### config.mk
export PLATFORM = sky130hd
export DESIGN_NAME = input_buffer_flat
export DESIGN_NICKNAME = d
export VERILOG_FILES = /design/src/rtl/input_buffer_if.sv /design/src/rtl/input_buffer.sv /design/src/flat_wrapper.sv
export SDC_FILE = /design/constraint.sdc
export NUM_CORES = 1
export LEC_CHECK = 0
export BUFFER_PORTS_ARGS = -buffer_cell sky130_fd_sc_hd__buf_2
export CORE_AREA = 5 5 131 133
export CTS_BUF_LIST = sky130_fd_sc_hd__clkbuf_4
export CTS_CLUSTER_SIZE = 12
export DETAILED_ROUTE_END_ITERATION = 7
export DIE_AREA = 0 0 136 138
export GPL_TIMING_DRIVEN = 0
export SLEW_MARGIN = 10
export SYNTH_ARGS = -nofsm -noshare
export SYNTH_HDL_FRONTEND = slang
export SYNTH_SLANG_ARGS = --single-unit
export TNS_END_PERCENT = 10
### constraint.sdc
create_clock -name clk -period 2.66 [get_ports clk]
set_input_delay 0.532 -clock clk [delete_from_list [all_inputs] [get_ports clk]]
set_output_delay 0.532 -clock clk [all_outputs]
set_load 0.1 [all_outputs]
### src/rtl/input_buffer_if.sv
// Flit link into the input buffer and the flit/enable pair it hands to route computation.
interface input_buffer_if;
    logic [31:0] flit_in;
    logic        in_valid;
    logic        in_ready;
    logic [31:0] flit_out;
    logic        enable;
    logic        out_ack;

    // Upstream link and route-computation side, as seen from outside the buffer.
    modport master (
        output flit_in,
        output in_valid,
        output out_ack,
        input  in_ready,
        input  flit_out,
        input  enable
    );

    // The buffer itself.
    modport slave (
        input  flit_in,
        input  in_valid,
        input  out_ack,
        output in_ready,
        output flit_out,
        output enable
    );
endinterface

### src/rtl/input_buffer.sv
// Per-port input FIFO for the mesh router. Buffers link flits, presents one at a
// time to route computation, tracks packet framing and drops orphan body/tail flits.
//
// state | meaning
// IDLE  | between packets; expecting head or single
// PKT   | inside a packet; expecting body or tail
module input_buffer #(
    parameter int DEPTH = 4,
    parameter int AW    = 2
) (
    input  logic          clk,
    input  logic          rst,
    input_buffer_if.slave bus,
    output logic [AW:0]   count,
    output logic          err_frame
);

    localparam logic [AW:0]   FULL_COUNT = (AW+1)'(DEPTH);
    localparam logic [AW:0]   COUNT_ONE  = (AW+1)'(1);
    localparam logic [AW-1:0] PTR_ONE    = AW'(1);

    localparam logic [1:0] T_BODY   = 2'b00;
    localparam logic [1:0] T_HEAD   = 2'b01;
    localparam logic [1:0] T_TAIL   = 2'b10;
    localparam logic [1:0] T_SINGLE = 2'b11;

    typedef enum logic {IDLE, PKT} state_t;

    state_t        state;
    logic [31:0]   mem [DEPTH];
    logic [AW-1:0] wptr;
    logic [AW-1:0] rptr;
    logic [31:0]   flit_out_q;
    logic          enable_q;
    logic          full;
    logic          empty;
    logic          do_write;
    logic          do_pop;
    logic [1:0]    pop_type;

    // Full/empty come from the occupancy count; the pointers alone are ambiguous.
    assign full     = (count == FULL_COUNT);
    assign empty    = (count == '0);
    assign do_write = bus.in_valid && !full;
    assign do_pop   = !empty && (!enable_q || bus.out_ack);
    assign pop_type = mem[rptr][31:30];

    assign bus.in_ready = !full;
    assign bus.flit_out = flit_out_q;
    assign bus.enable   = enable_q;

    // Storage array; no reset needed since occupancy gates every read.
    always_ff @(posedge clk) begin
        if (do_write) begin
            mem[wptr] <= bus.flit_in;
        end
    end

    // Write/read pointers and occupancy.
    always_ff @(posedge clk) begin
        if (rst) begin
            wptr  <= '0;
            rptr  <= '0;
            count <= '0;
        end else begin
            if (do_write) wptr <= wptr + PTR_ONE;
            if (do_pop)   rptr <= rptr + PTR_ONE;
            case ({do_write, do_pop})
                2'b10:   count <= count + COUNT_ONE;
                2'b01:   count <= count - COUNT_ONE;
                default: count <= count;
            endcase
        end
    end

    // Framing FSM with the registered output stage and error pulse.
    always_ff @(posedge clk) begin
        if (rst) begin
            state      <= IDLE;
            flit_out_q <= '0;
            enable_q   <= 1'b0;
            err_frame  <= 1'b0;
        end else begin
            err_frame <= 1'b0;
            if (do_pop) begin
                flit_out_q <= mem[rptr];
                enable_q   <= 1'b1;
                case (state)
                    IDLE: begin
                        case (pop_type)
                            T_HEAD:   state <= PKT;
                            T_SINGLE: state <= IDLE;
                            default: begin
                                // Orphan body/tail: entry is consumed but never presented.
                                enable_q  <= 1'b0;
                                err_frame <= 1'b1;
                            end
                        endcase
                    end
                    PKT: begin
                        case (pop_type)
                            T_BODY: state <= PKT;
                            T_TAIL: state <= IDLE;
                            T_HEAD: begin
                                err_frame <= 1'b1;
                                state     <= PKT;
                            end
                            default: begin
                                err_frame <= 1'b1;
                                state     <= IDLE;
                            end
                        endcase
                    end
                    default: state <= IDLE;
                endcase
            end else if (enable_q && bus.out_ack) begin
                enable_q <= 1'b0;
            end
        end
    end

endmodule

### src/flat_wrapper.sv
// flat-port wrapper written by rule: the top's interface ports become plain ports
module input_buffer_flat 
#(
    parameter int DEPTH = 4,
    parameter int AW    = 2
)
  (clk, rst, count, err_frame, bus_flit_in, bus_in_valid, bus_out_ack, bus_in_ready, bus_flit_out, bus_enable);
  input_buffer_if bus_i ();
  input  logic clk;
  input  logic rst;
  output logic [AW:0] count;
  output logic err_frame;
  input wire logic [$bits(bus_i.flit_in)-1:0] bus_flit_in;
  input wire logic [$bits(bus_i.in_valid)-1:0] bus_in_valid;
  input wire logic [$bits(bus_i.out_ack)-1:0] bus_out_ack;
  output wire logic [$bits(bus_i.in_ready)-1:0] bus_in_ready;
  output wire logic [$bits(bus_i.flit_out)-1:0] bus_flit_out;
  output wire logic [$bits(bus_i.enable)-1:0] bus_enable;
  assign bus_i.flit_in = bus_flit_in;
  assign bus_i.in_valid = bus_in_valid;
  assign bus_i.out_ack = bus_out_ack;
  assign bus_in_ready = bus_i.in_ready;
  assign bus_flit_out = bus_i.flit_out;
  assign bus_enable = bus_i.enable;
  input_buffer #(.DEPTH(DEPTH), .AW(AW)) u_core (.clk(clk), .rst(rst), .bus(bus_i), .count(count), .err_frame(err_frame));
endmodule
After elaboration in Yosys (flattened, before gate mapping)
Memory sizes are Yosys's and may differ from the RTL's. A register that Yosys moved wholly into a read port is not among the register bits.
Cells that the tools add are included.
{"block": "classes", "n_addsub": 4, "n_eq_ne": 6, "muxes": 15, "n_bitwise": 2, "reduce_logical": 15}
{"op": "$mux 1", "count": 10}
{"op": "$reduce_or 2->1", "count": 4}
{"op": "$eq 2x2->1 const B", "count": 3}
{"op": "$pmux 3 s2", "count": 1}
{"op": "$add 2x1->2 const B", "count": 2}
{"op": "$eq 2x1->1 const B", "count": 2}
{"op": "$mux 2", "count": 2}
{"op": "$pmux 1 s2", "count": 2}
{"op": "$reduce_bool 2->1", "count": 2}
{"op": "$add 3x1->3 const B", "count": 1}
{"op": "$eq 3x3->1 const B", "count": 1}
{"op": "$logic_and 1x1->1", "count": 3}
{"op": "$logic_not 1->1", "count": 3}
{"op": "$logic_not 3->1", "count": 1}
{"op": "$sub 3x1->3 const B", "count": 1}
{"op": "$logic_not 2->1", "count": 1}
{"op": "$not 1->1", "count": 2}
{"op": "$logic_or 1x1->1", "count": 1}
{"block": "totals", "reg_bits": 42, "ram_bits": 128, "inputBits": 36, "wordCells": 50, "mem_count": 1}
{"name": "u_core.mem", "depth": 4, "width": 32, "read_ports": 1, "rd_clocked_by_memory_dff": 1, "wr": 1, "line_no": "input_buffer.sv:30", "rtl": "logic [31:0] mem [DEPTH];"}

Depth between registers and ports, before layout
{"block": "depth", "word_depth": 5, "depth_mapped": 9, "ltp_nobuf": 8}

Least setup slack after synthesis
OpenSTA, ideal clock, no wires.
{"block": "synth_path", "path_kind": "reg-to-reg", "from": "register u_core.count[2]", "to": "register u_core.count[2]", "setup_ns": 0.071, "arrival_time_ns": 2.999, "t_required_ns": 2.589, "setup_slack_ns": -0.410, "stages_incl_launch_ff": 10, "path_buffers": 1, "path_cell_list": "dfxtp_1 -> or3b_1 -> buf_2 -> nand2_1 -> ha_1 -> inv_1 -> fa_1 -> xor2_1 -> or3_1 -> a21oi_1"}
{"block": "synth_via", "elab_chain_cells": 5, "elab_cells_between_ends": 12, "cone_classes": "2 x add/sub; 3 x eq/ne; 1 x mux; 6 x reduce/logical"}
{"element": "start, declared", "line_no": "input_buffer.sv:14", "rtl": "output logic [AW:0] count,"}
{"element": "start signal, assigned", "line_no": "input_buffer.sv:69", "rtl": "2'b10: count <= count + COUNT_ONE;"}
{"element": "start signal, assigned", "line_no": "input_buffer.sv:70", "rtl": "2'b01: count <= count - COUNT_ONE;"}
{"element": "start signal, assigned", "line_no": "input_buffer.sv:71", "rtl": "default: count <= count;"}
{"element": "$eq 3x3->1 (*)", "line_no": "input_buffer.sv:42", "rtl": "assign full = (count == FULL_COUNT);"}
{"element": "$logic_not 1->1 (*)"}
{"element": "net bus_in_ready", "line_no": "flat_wrapper.sv:16", "rtl": "output wire logic [$bits(bus_i.in_ready)-1:0] bus_in_ready;"}
{"element": "$logic_and 1x1->1 (*)", "line_no": "input_buffer.sv:44", "rtl": "assign do_write = bus.in_valid && !full;"}
{"element": "$eq 2x1->1 or $eq 2x2->1 (tied branches)", "line_no": "input_buffer.sv:68", "rtl": "case ({do_write, do_pop})"}
{"element": "$pmux 3 s2 or $reduce_bool 2->1 (tied branches)"}
The timed path passes the listed nets; every way through them passes the cells marked *.
A chain may end at the register's enable or synchronous reset.

Final worst setup path
{"block": "layout_path", "from": "register u_core.count[0]", "to": "output bus_in_ready"}
{"block": "layout_via", "elab_chain_cells": 2}
{"element": "$eq 3x3->1", "line_no": "input_buffer.sv:42"}
{"element": "$logic_not 1->1", "line_no": "input_buffer.sv:48", "rtl": "assign bus.in_ready = !full;"}
{"element": "end, declared", "line_no": "flat_wrapper.sv:16"}
No other way between the ends.

==> results.json <==
{
  "worstSetupPathType": "reg2out",
  "first_iter_violations": 195,
  "fin_worst_skew_ns": 0.01918,
  "hold_depth": 1,
  "grt_usage_pct": 13.14,
  "drc_viols": 0,
  "postSynthRegisterBits": 172,
  "area_delta_synth_final_pct": 14.83,
  "num_io_pins": 74,
  "via_count": 3093,
  "synth_nets": 347,
  "postRouteAntennaNets": 0,
  "dr.pass1.iters": 4,
  "design.core.area_sq_um": 15710,
  "synth-warning-count": 0,
  "port-buffer-count": 72,
  "overflow": 0,
  "final_common_cell": "edfxtp_1",
  "maximum_capacitance_violations": 0,
  "cts_hold_repair.buffers": 0,
  "cts_tree": "done",
  "timing.critical_path.arrival_ns": 1.79,
  "die_area_sq_um": 18770,
  "grtUsageMet2_pct": 21.30,
  "report.final.setup_viol": 0,
  "antenna_found_initial": 2,
  "syn-cell-area_sq_um": 6250,
  "core.rowCount": 46,
  "period_share_pct": 87.20,
  "synth_cell_type_count": 34,
  "setup.worst_path.start_class": "flop",
  "synthesis.instances": 305,
  "cp_data_required_time_ns": 2.13,
  "gr-usage-met3_pct": 4.463,
  "layout.nets": 438,
  "placedInstanceArea_sq_um": 6892,
  "grt_setup_unrepaired": "no",
  "clock_tree.root_cell": "clkbuf_4",
  "worst_slew_pin_slew_ns": 0.9325,
  "syn_area_per_cell_sq_um": 20.49,
  "routabilityCongestion": 0.7036,
  "layout_common_cells": "edfxtp_1, buf_2, dfxtp_1",
  "max-clock-path-buffers": 2,
  "timing.hold.worst.class": "in2reg",
  "per_cell_via_count_in_the_routed_design": 4.933,
  "hold_viol": 0,
  "synth_top_cells_by_area": "edfxtp_1, dfxtp_1, mux4_2",
  "synth.top_cell.area_share_pct": 61.50,
  "reg2reg_depth": 9,
  "die_h_microns": 138,
  "min_period_ns": 2.320,
  "drive_gt1_share_pct": 35.45,
  "detail_route.wl_per_cell_microns": 18.97,
  "cts-buffers-inserted": 17,
  "postRouteWirelength_mm": 11.89,
  "setup.worst_path.end_class": "primary output",
  "path_clk_slew_ns": 0.15,
  "ir_drop_uv": 745.7,
  "timing.setup.tns_ns": 0,
  "result_of_the_run": "finished, final reports clean",
  "fp.dieW_microns": 136,
  "place.detailed.hpwl_mm": 7.245,
  "clock_insertion_delay_worst_skew_ns": 0.56,
  "resize_count_post_cts": 0,
  "first_global_vias": 3207,
  "netlist.top_cell.by_area": "edfxtp_1",
  "met1_usage_pct": 16.35,
  "timing.slew.headroom_pct": 37.83,
  "maxSlewViolCount": 0,
  "post_cts.repair.setup_buffers": 0,
  "start_util_pct": 39.78,
  "pin_count_of_the_biggest_net_entering_global_routing": 33,
  "cts.htree.levels": 4,
  "cts_sinks": 172,
  "layout.cell_area.non_filler_sq_um": 7177,
  "leakage_nw": 2.538,
  "power-per-cell-area_nw_per_um2": 1212,
  "grt_busiest_layer": "met2",
  "timing.critical_path.fanout_max": 10,
  "grt_first_pass_wirelength_mm": 18.11,
  "clock.fmax_mhz": 431.1,
  "synth_sequential_area_ratio_pct": 75.60
}
[flip-flops by register name (all words and copies together), names as in the netlist, named ones only]
register	flops
u_core.wptr	2
u_core.bus.flit_out	32
u_core.count	3
u_core.err_frame	1
u_core.mem	128
u_core.bus.enable	1
u_core.state	1
u_core.rptr	2
[worst max-delay path, stage by stage, from the launching register on]
cell and delay [ns]:
dfxtp_2 0.37, or3b_1 0.37, buf_2 0.18, buf_2 0.31
[cell families after synthesis]
kind of cell             share of synthesized area [%]
multiplexers                                     12.13
adder cells (fa/ha/maj)                          1.321
XOR/XNOR                                        0.4205
buffers and inverters                            2.182
AND/OR/NAND/NOR                                  1.982
flip-flops                                       75.60
AO/OA/AOI/OAI                                    6.366
[worst paths after layout]
path	end	slack, ns	start
hold / removal	u_core.mem[3][31]$_DFFE_PP_	0.18	bus_flit_in[31]
setup / recovery	bus_in_ready	0.34	u_core.count[0]$_SDFFE_PP0P_
hold reg to reg	u_core.bus.flit_out[26]$_SDFFE_PP0N_	0.49	u_core.bus.flit_out[26]$_SDFFE_PP0N_
setup reg to reg	u_core.count[2]$_SDFFE_PP0P_	0.38	u_core.count[0]$_SDFFE_PP0P_
[cell type report]
cell class                 count  area [sq um]
timing repair buffer          72         360.3
fill                        1382          8536
antenna                        2         5.005
tap                          216         270.3
inverter                       6         22.52
buffer                        16         113.9
clock inverter                14         145.1
clock buffer                  18         135.1
multi-input combinational    111          1394
sequential                   172          4731
[stage by stage]
| step | setup slack, ns | hold slack [ns] | instances | util (%) | total power, mW |
|---|---|---|---|---|---|
| finish | 0.3404 | 0.1774 | 627 | 45.68 | 8.699 |
| CTS | 0.2726 | 0.1132 | 625 | 45.64 | 8.808 |
| floorplan | 0.05612 | 0.5038 | 305 | - | 6.641 |
| global placement | 0.4035 | 0.4551 | 593 | 43.86 | 7.293 |
| global route | 0.2164 | 0.1011 | 627 | 45.68 | 9.112 |
| detailed placement | 0.3586 | 0.4625 | 593 | 43.86 | 7.347 |
[synth_stat cells, drive strengths merged]
master  number
buf          9
inv          6
a31oi        1
a21o         2
nand3        2
o21ai        3
xnor2        1
nor3         2
nand2        1
a22o        32
ha           5
fa           1
a311oi       1
clkbuf       7
nor2b        1
dfxtp       44
or3          3
nor2         5
a211oi       1
and2         1
edfxtp     128
nand2b       1
or3b         1
mux4        32
xor2         2
a21oi        8
and3         4
a31o         1
[layer usage]
metal / part of all wire [%] / wire length (microns)
met4: 1.7 / 199
met5: 0 / 0
met1: 43 / 5062
met3: 5.1 / 601
met2: 51 / 6028
[power breakdown]
group / switching [mW] / internal (mW)
Combinational: 2.71 / 0.974
Clock: 0.894 / 0.569
Sequential: 0.210 / 3.34
Power figures use the tool's default switching activity.
